**config.mk**
```make
export PLATFORM = sky130hd
export DESIGN_NAME = escrita_banco
export DESIGN_NICKNAME = d
export VERILOG_FILES = /design/src/rtl/escrita_banco.sv
export SDC_FILE = /design/constraint.sdc
export NUM_CORES = 1
export LEC_CHECK = 0
export ABC_AREA = 1
export CAP_MARGIN = 20
export CORE_MARGIN = 5
export CORE_UTILIZATION = 55
export CTS_CLUSTER_DIAMETER = 150
export CTS_CLUSTER_SIZE = 40
export DETAILED_ROUTE_END_ITERATION = 10
export PLACE_DENSITY = 0.78
export SETUP_SLACK_MARGIN = 0.1
export SYNTH_ARGS = -nofsm -noshare
export SYNTH_HDL_FRONTEND = slang
export SYNTH_SLANG_ARGS = --single-unit
```
**constraint.sdc**
```tcl
create_clock -name clk_i -period 3.15 [get_ports clk_i]
set_input_delay 0.315 -clock clk_i [delete_from_list [all_inputs] [get_ports clk_i]]
set_output_delay 0.315 -clock clk_i [all_outputs]
set_load 0.02 [all_outputs]
```
**src/rtl/escrita_banco.sv**
```systemverilog
// escrita_banco: eight 3-bit registers written in FIFO order from a small
// write-request queue, with two registered write-first read ports.
module escrita_banco #(
    parameter int DEPTH = 2
) (
    input  logic       clk_i,
    input  logic       rst_ni,
    input  logic       wr_valid_i,
    output logic       wr_ready_o,
    input  logic [2:0] wr_addr_i,
    input  logic [3:0] wr_data_i,
    input  logic       hold_i,
    input  logic [2:0] rd_addr_a_i,
    input  logic [2:0] rd_addr_b_i,
    output logic [2:0] rd_data_a_o,
    output logic [2:0] rd_data_b_o,
    output logic [2:0] pending_o,
    output logic       wr_done_o,
    output logic       ovf_o
);
    localparam int PW = (DEPTH > 2) ? 2 : 1;
    typedef enum logic [1:0] {IDLE, DRAIN, HOLD} state_t;
    state_t        state_q, state_d;
    logic [2:0]    regs_q [8];
    logic [2:0]    qaddr_q [DEPTH];
    logic [2:0]    qdata_q [DEPTH];
    logic [PW-1:0] head_q, tail_q;
    logic [2:0]    count_q, count_d;
    logic [2:0]    rd_a_q, rd_b_q;
    logic          done_q, ovf_q;
    logic          accept, pop, wen;
    logic [2:0]    waddr, wdata;
    assign wr_ready_o  = rst_ni && (count_q < 3'(DEPTH));
    assign accept      = wr_valid_i && wr_ready_o;
    // DRAIN is only entered with a non-empty queue, so the head is always valid here
    assign pop         = state_q == DRAIN;
    assign waddr       = qaddr_q[head_q];
    assign wdata       = qdata_q[head_q];
    assign wen         = pop && waddr != 3'd0;
    assign rd_data_a_o = rd_a_q;
    assign rd_data_b_o = rd_b_q;
    assign pending_o   = count_q;
    assign wr_done_o   = done_q;
    assign ovf_o       = ovf_q;
    always_comb begin
        count_d = count_q + 3'(accept) - 3'(pop);
        state_d = (count_d == 3'd0) ? IDLE : hold_i ? HOLD : DRAIN;
    end
    always_ff @(posedge clk_i) begin
        if (!rst_ni) begin
            for (int i = 0; i < 8; i++) regs_q[i] <= 3'(i);
            head_q  <= '0;
            tail_q  <= '0;
            count_q <= '0;
            state_q <= IDLE;
            rd_a_q  <= '0;
            rd_b_q  <= '0;
            done_q  <= 1'b0;
            ovf_q   <= 1'b0;
        end else begin
            if (accept) begin
                qaddr_q[tail_q] <= wr_addr_i;
                qdata_q[tail_q] <= wr_data_i[2:0];
                tail_q          <= tail_q + PW'(1);
            end
            if (pop) head_q <= head_q + PW'(1);
            if (wen) regs_q[waddr] <= wdata;
            rd_a_q  <= (wen && waddr == rd_addr_a_i) ? wdata : regs_q[rd_addr_a_i];
            rd_b_q  <= (wen && waddr == rd_addr_b_i) ? wdata : regs_q[rd_addr_b_i];
            done_q  <= wen;
            ovf_q   <= ovf_q | (accept & wr_data_i[3]);
            count_q <= count_d;
            state_q <= state_d;
        end
    end
endmodule

```
==> flow_summary.json, run 1 <==
{
  "yosys_warnings": 0,
  "reg2reg_depth": 13,
  "via_count": 2138,
  "placed_cell_area_sq_um": 2980,
  "layout_commonest_cell": "nand2_1",
  "synth_edf_count": 36,
  "cap_violations": 0,
  "yosysUniqueCellTypes": 25,
  "crit_end": "state_q[1]",
  "die_w_um": 79.6,
  "cp-end-kind": "flop",
  "cp_num_cells": 13,
  "multiInputGateArea_sq_um": 1050,
  "use_met2_pct": 30.7,
  "synth_cells": 327,
  "holdCritPathClass": "reg -> reg",
  "nFillCells": 433,
  "synth_flop_cell": "edfxtp_1",
  "crit_type": "reg -> reg",
  "avgSynthCellArea_sq_um": 8.14,
  "gp_congestion": 0.885,
  "top_usage_layer": "met2",
  "cts_root_buf": "clkbuf_8",
  "drc": 0,
  "dr.pass1.iters": 5,
  "synth_top_area_share_pct": 40.6,
  "cts_buffers": 5,
  "fin_nets": 377,
  "vias_per_cell": 5.04,
  "setup.worst_path.start": "pending_o[1]",
  "critPathTopFamily": "adder cells",
  "met3_usage_pct": 3.50,
  "leakage_nw": 1.36,
  "reg2reg_to": "state_q[1]",
  "die_h_um": 79.6,
  "peakVddDrop_uv": 377,
  "fin_setup_tns_ns": 0,
  "ios": 29,
  "start_util_pct": 56.4,
  "synth-seq-cells": 52,
  "yosysTopAreaCell": "edfxtp_1",
  "areaGrowthSynthToFinish_pct": 15.2,
  "cts_hold_buf": 0,
  "track_usage_pct": 19.0,
  "cp.arrival_ns": 2.54,
  "fin_util_pct": 65.0,
  "grt_pass1_wl_mm": 9.09,
  "clkTransAtPathRegs_ns": 0.08,
  "routedWlPerCell_um": 13.1,
  "ant_nets": 0,
  "period_needed_ns": 2.35,
  "dieArea_sq_um": 6330,
  "drtIter0Drc": 273,
  "dpl.cell_count": 416,
  "rsz0062_at_grt": "false",
  "cpPeakStageDelay_ns": 0.50,
  "crit_path_cell_trace": "inv_1 > ha_1 > nand2_1 > inv_1 > nand2_1 > ha_1 > inv_1 > ha_1 > inv_1 > fa_1 > inv_1 > o31ai_1 > nor2_1",
  "cts_tree": "yes",
  "clockBufferDepth": 2,
  "design_area_sq_um": 3070,
  "cts.htree.levels": 2,
  "setup_violations": 0,
  "status": "finished, final reports clean",
  "synthArstFlopShare_pct": 0,
  "cp_common_cell": "inv_1",
  "required_ns": 3.34,
  "ctsResizeCount": 0,
  "clkLatencyLatePin_ns": 0.30,
  "drive_gt1_share_pct": 6.72,
  "worstMarginPinSlew_ns": 0.990,
  "grt_max_degree": 23,
  "finalHoldViolations": 0,
  "path_buf_inv": 5,
  "port-buffer-count": 28,
  "final_cell_mix": "nand2_1 (102), nor2_1 (43), inv_1 (37)",
  "powerDensity_nw_per_um2": 595,
  "r2r_slack_ns": 0.80,
  "overflow": 0,
  "yosys-top-cells-area": "edfxtp_1 (41%), nand2_1 (14%), dfxtp_1 (12%)",
  "ys_seq_area_share_pct": 52.6,
  "stdcell_count": 424,
  "cp-start-kind": "flop",
  "r2r_start": "pending_o[1]",
  "fin_skew_ns": 0.00464,
  "fmax_mhz": 425,
  "seqCellArea_sq_um": 1400,
  "grt_pass1_vias": 1996,
  "whs_ns": 0.494,
  "antennaDiodeCount": 0,
  "path_max_fanout": 5,
  "slew_violations": 0,
  "coreArea_sq_um": 4720,
  "num_rows": 25,
  "cts_sinks": 52,
  "dp_hpwl_mm": 4.09,
  "grt_util_met1_pct": 24.5,
  "post_cts_buffers": 0,
  "cp_slowest_cell": "fa_1",
  "timing.final.crit_share_pct": 74.6,
  "routed_wl_mm": 5.57,
  "syn-cell-area_sq_um": 2660,
  "relSlewSlack_pct": 32.1,
  "antenna_found_initial": 0
}
sequential cells by signal, summed over array words and instances (netlist names), 2 cells and up, named ones only:
register	count
qdata_q	6
qaddr_q	6
rd_data_a_o	3
state_q	2
regs_q	24
rd_data_b_o	3
pending_o	3
per-layer routing:
| metal | wire length (um) | vias up | share of wire (%) |
|---|---|---|---|
| met5 | 0 | - | 0 |
| li1 | - | 1098 | - |
| met2 | 2610 | 78 | 47 |
| met3 | 329 | 20 | 5.9 |
| met4 | 203 | 0 | 3.6 |
| met1 | 2420 | 942 | 44 |
Yosys cell counts, drive strengths merged (2+ instances only):
library cell / count
a21oi: 8
nand2: 110
edfxtp: 36
buf: 9
nand3: 31
nor2: 45
o211ai: 4
xor2: 2
mux2i: 3
dfxtp: 16
o21ai: 13
ha: 3
inv: 42
worst register-to-register path, delay by kind of cell (launching register included):
family,cells,cell delay [ns]
DFF,1,0.38
adders and majority gates,4,1.06
buffers and inverters,5,0.26
and+or+nand+nor,3,0.25
AOI/OAI and AO/OA,1,0.29
through the flow:
| stage | total power, mW | setup slack [ns] |
|---|---|---|
| 3_5_place_dp | 1.48 | 0.544 |
| 2_1_floorplan | 1.31 | 0.697 |
| 6_report | 1.82 | 0.800 |
| 3_3_place_gp | 1.47 | 0.627 |
| 4_1_cts | 1.83 | 0.781 |
| 5_1_grt | 1.95 | 0.547 |
cells by family (layout without fill, tap and decap cells):
logic type | count (synthesis) | count (layout) | synth area share (%)
and+or+nand+nor | 187 | 187 | 29.4
adders and majority gates | 4 | 4 | 2.16
buffers and inverters | 51 | 79 | 8.27
xor gates and xnor gates | 2 | 2 | 0.658
AOI/OAI and AO/OA | 27 | 27 | 5.59
DFF | 52 | 52 | 52.6
muxes | 3 | 3 | 1.13
other | 1 | 3 | 0.141
worst min-delay path by stage:
stage                start  depth (start not counted)         end
detailed placement   ovf_o                          2       ovf_o
finish              tail_q                          2      tail_q
global route        tail_q                          2      tail_q
floorplan           hold_i                          1  state_q[0]
global placement    tail_q                          2      tail_q
CTS                 tail_q                          2      tail_q
power breakdown:
group | internal, mW | switching (mW) | total [mW]
registers | 0.811 | 0.0473 | 0.858
logic | 0.213 | 0.396 | 0.609
clock network | 0.154 | 0.202 | 0.357
total | 1.18 | 0.646 | 1.82
layout make-up:
type | instances | area share, %
Clock inverter | 2 | 0.367
Tap cell | 67 | 2.73
Multi-Input combinational cell | 226 | 34.2
Clock buffer | 6 | 2.37
Sequential cell | 52 | 45.7
Inverter | 42 | 5.30
Timing Repair Buffer | 29 | 9.38
No activity file was read; power rests on OpenSTA's default activity.
==> run 2, diff against run 1 <==
- CORE_UTILIZATION: 55 -> 51
- PLACE_DENSITY: 0.78 -> 0.76
- clock period: 3.15 -> 2 ns (I/O delays scaled with it)
==> run 2 against run 1 <==
  * Via count is 7.7% higher
  * Worst setup slack worse by 0.89 ns
  * The run now ends with negative setup slack left
  * Critical path type unchanged
  * Combinational power is 100% higher
  * Critical endpoint is now state_q[0]
==> flow_summary.json, run 2 (synthesized netlist as in run 1, its figures left out) <==
{
  "leakage_nw": 1.50,
  "holdCritPathClass": "in -> reg",
  "status": "finished, violations left",
  "crit_end": "state_q[0]",
  "cts_tree": "yes",
  "drive_gt1_share_pct": 17.2,
  "clkLatencyLatePin_ns": 0.30,
  "setup_slack_ns": -0.0861,
  "peakVddDrop_uv": 785,
  "rsz0062_at_grt": "true",
  "finalHoldViolations": 0,
  "fin_setup_tns_ns": -0.154,
  "antennaDiodeCount": 0,
  "period_needed_ns": 2.09,
  "top_register": "regs_q",
  "grt_pass1_wl_mm": 9.92,
  "track_usage_pct": 19.4,
  "path_max_fanout": 2,
  "powerDensity_nw_per_um2": 983,
  "coreArea_sq_um": 5070,
  "timing.final.crit_share_pct": 104,
  "die_w_um": 82.3,
  "fin_nets": 399,
  "slew_violations": 0,
  "required_ns": 2.19,
  "dp_hpwl_mm": 4.44,
  "setup.worst_path.start": "pending_o[1]",
  "final_cell_mix": "nand2_1 (100), nor2_1 (43), edfxtp_1 (36)",
  "cts_sinks": 52,
  "reg_top3": "regs_q x24, qaddr_q x6, qdata_q x6",
  "grt_pass1_vias": 2263,
  "overflow": 0,
  "layout_commonest_cell": "nand2_1",
  "cp-end-kind": "flop",
  "fmax_mhz": 479,
  "cp.arrival_ns": 2.27,
  "cts_root_buf": "clkbuf_8",
  "num_rows": 26,
  "drtIter0Drc": 182,
  "dr.pass1.iters": 4,
  "reg2reg_depth": 13,
  "ant_nets": 0,
  "grt_max_degree": 18,
  "clkTransAtPathRegs_ns": 0.08,
  "cts.htree.levels": 2,
  "cts_buffers": 5,
  "cp-start-kind": "flop",
  "r2r_slack_ns": -0.09,
  "setup_violations": 2,
  "ios": 29,
  "port-buffer-count": 28,
  "largest_reg_flops": 24,
  "r2r_start": "pending_o[1]",
  "areaGrowthSynthToFinish_pct": 25.8,
  "nFillCells": 435,
  "routedWlPerCell_um": 13.1,
  "clockBufferDepth": 2,
  "die_h_um": 82.3,
  "vias_per_cell": 5.13,
  "cts_hold_buf": 0,
  "antenna_found_initial": 0,
  "routed_wl_mm": 5.88,
  "via_count": 2303,
  "whs_ns": 0.429,
  "violations": "negative setup slack",
  "dieArea_sq_um": 6770,
  "reg2reg_to": "state_q[0]",
  "cap_violations": 0,
  "crit_type": "reg -> reg",
  "fin_skew_ns": 0.00665,
  "hold_start": "hold_i",
  "p_total_mw": 3.29,
  "drc": 0,
  "gp_congestion": 0.910,
  "start_util_pct": 52.5
}
run 2: critical path, stage by stage (launching register included):
cell	delay, ns
dfxtp_4	0.36
inv_4	0.05
ha_4	0.13
nand2_4	0.05
inv_4	0.06
nand2_4	0.05
ha_4	0.21
inv_2	0.06
ha_4	0.12
inv_2	0.03
fa_1	0.52
inv_2	0.05
o31ai_4	0.22
nor2_1	0.07
run 2: timing repair:
| item | 4_1_cts | 5_1_grt |
|---|---|---|
| gates resized for setup | 3 | 7 |
| endpoints found under the setup margin | 3 | 9 |
| cloned | 0 | 0 |
| buffers inserted | 2 | 0 |
| pin swaps | 5 | 2 |
run 2: final cells by class:
type | instances | area (sq um) | area share, %
timing repair buffer | 51 | 452 | 13.5
tap | 70 | 87.6 | 2.61
clock buffer | 6 | 72.6 | 2.17
sequential | 52 | 1410 | 42.1
inverter | 42 | 170 | 5.08
multi-input combinational | 226 | 1120 | 33.5
clock inverter | 2 | 35.0 | 1.05
run 2: how the worst min path moves through the flow:
| stage | to | slack (ns) | depth (start not counted) |
|---|---|---|---|
| after floorplan | state_q[0] | 0.27 | 1 |
| final | state_q[0] | 0.43 | 2 |
| after global routing | state_q[0] | 0.44 | 2 |
| after global placement | ovf_o | 0.45 | 2 |
| after detailed placement | ovf_o | 0.48 | 2 |
| after CTS | state_q[0] | 0.44 | 2 |
run 2: routing by layer:
metal,wire (um),track usage (%)
met4,108,9.14
met2,2990,32.5
met1,2320,23.7
met5,0,0
met3,468,4.01
run 2: per-stage QoR:
step / instance area, sq um / setup WS, ns / utilization (%) / instances
finish: 3350 / -0.0861 / 66.0 / 449
detailed placement: 3200 / -0.333 / 63.1 / 439
CTS: 3330 / -0.117 / 65.6 / 449
global placement: 3200 / -0.299 / 63.1 / 439
floorplan: 2730 / -0.136 / - / 329
global route: 3350 / -0.189 / 66.0 / 449
run 2: power breakdown:
| part | switching, mW | internal [mW] | total (mW) |
|---|---|---|---|
| registers | 0.0804 | 1.29 | 1.37 |
| clock network | 0.327 | 0.372 | 0.698 |
| logic | 0.723 | 0.505 | 1.23 |
| total | 1.13 | 2.16 | 3.29 |
==> run 3, diff against run 2 <==
- CTS_CLUSTER_SIZE: 40 -> default
==> results of run 3 <==
The final DEF is identical to that of run 2; final timing and power are the same.
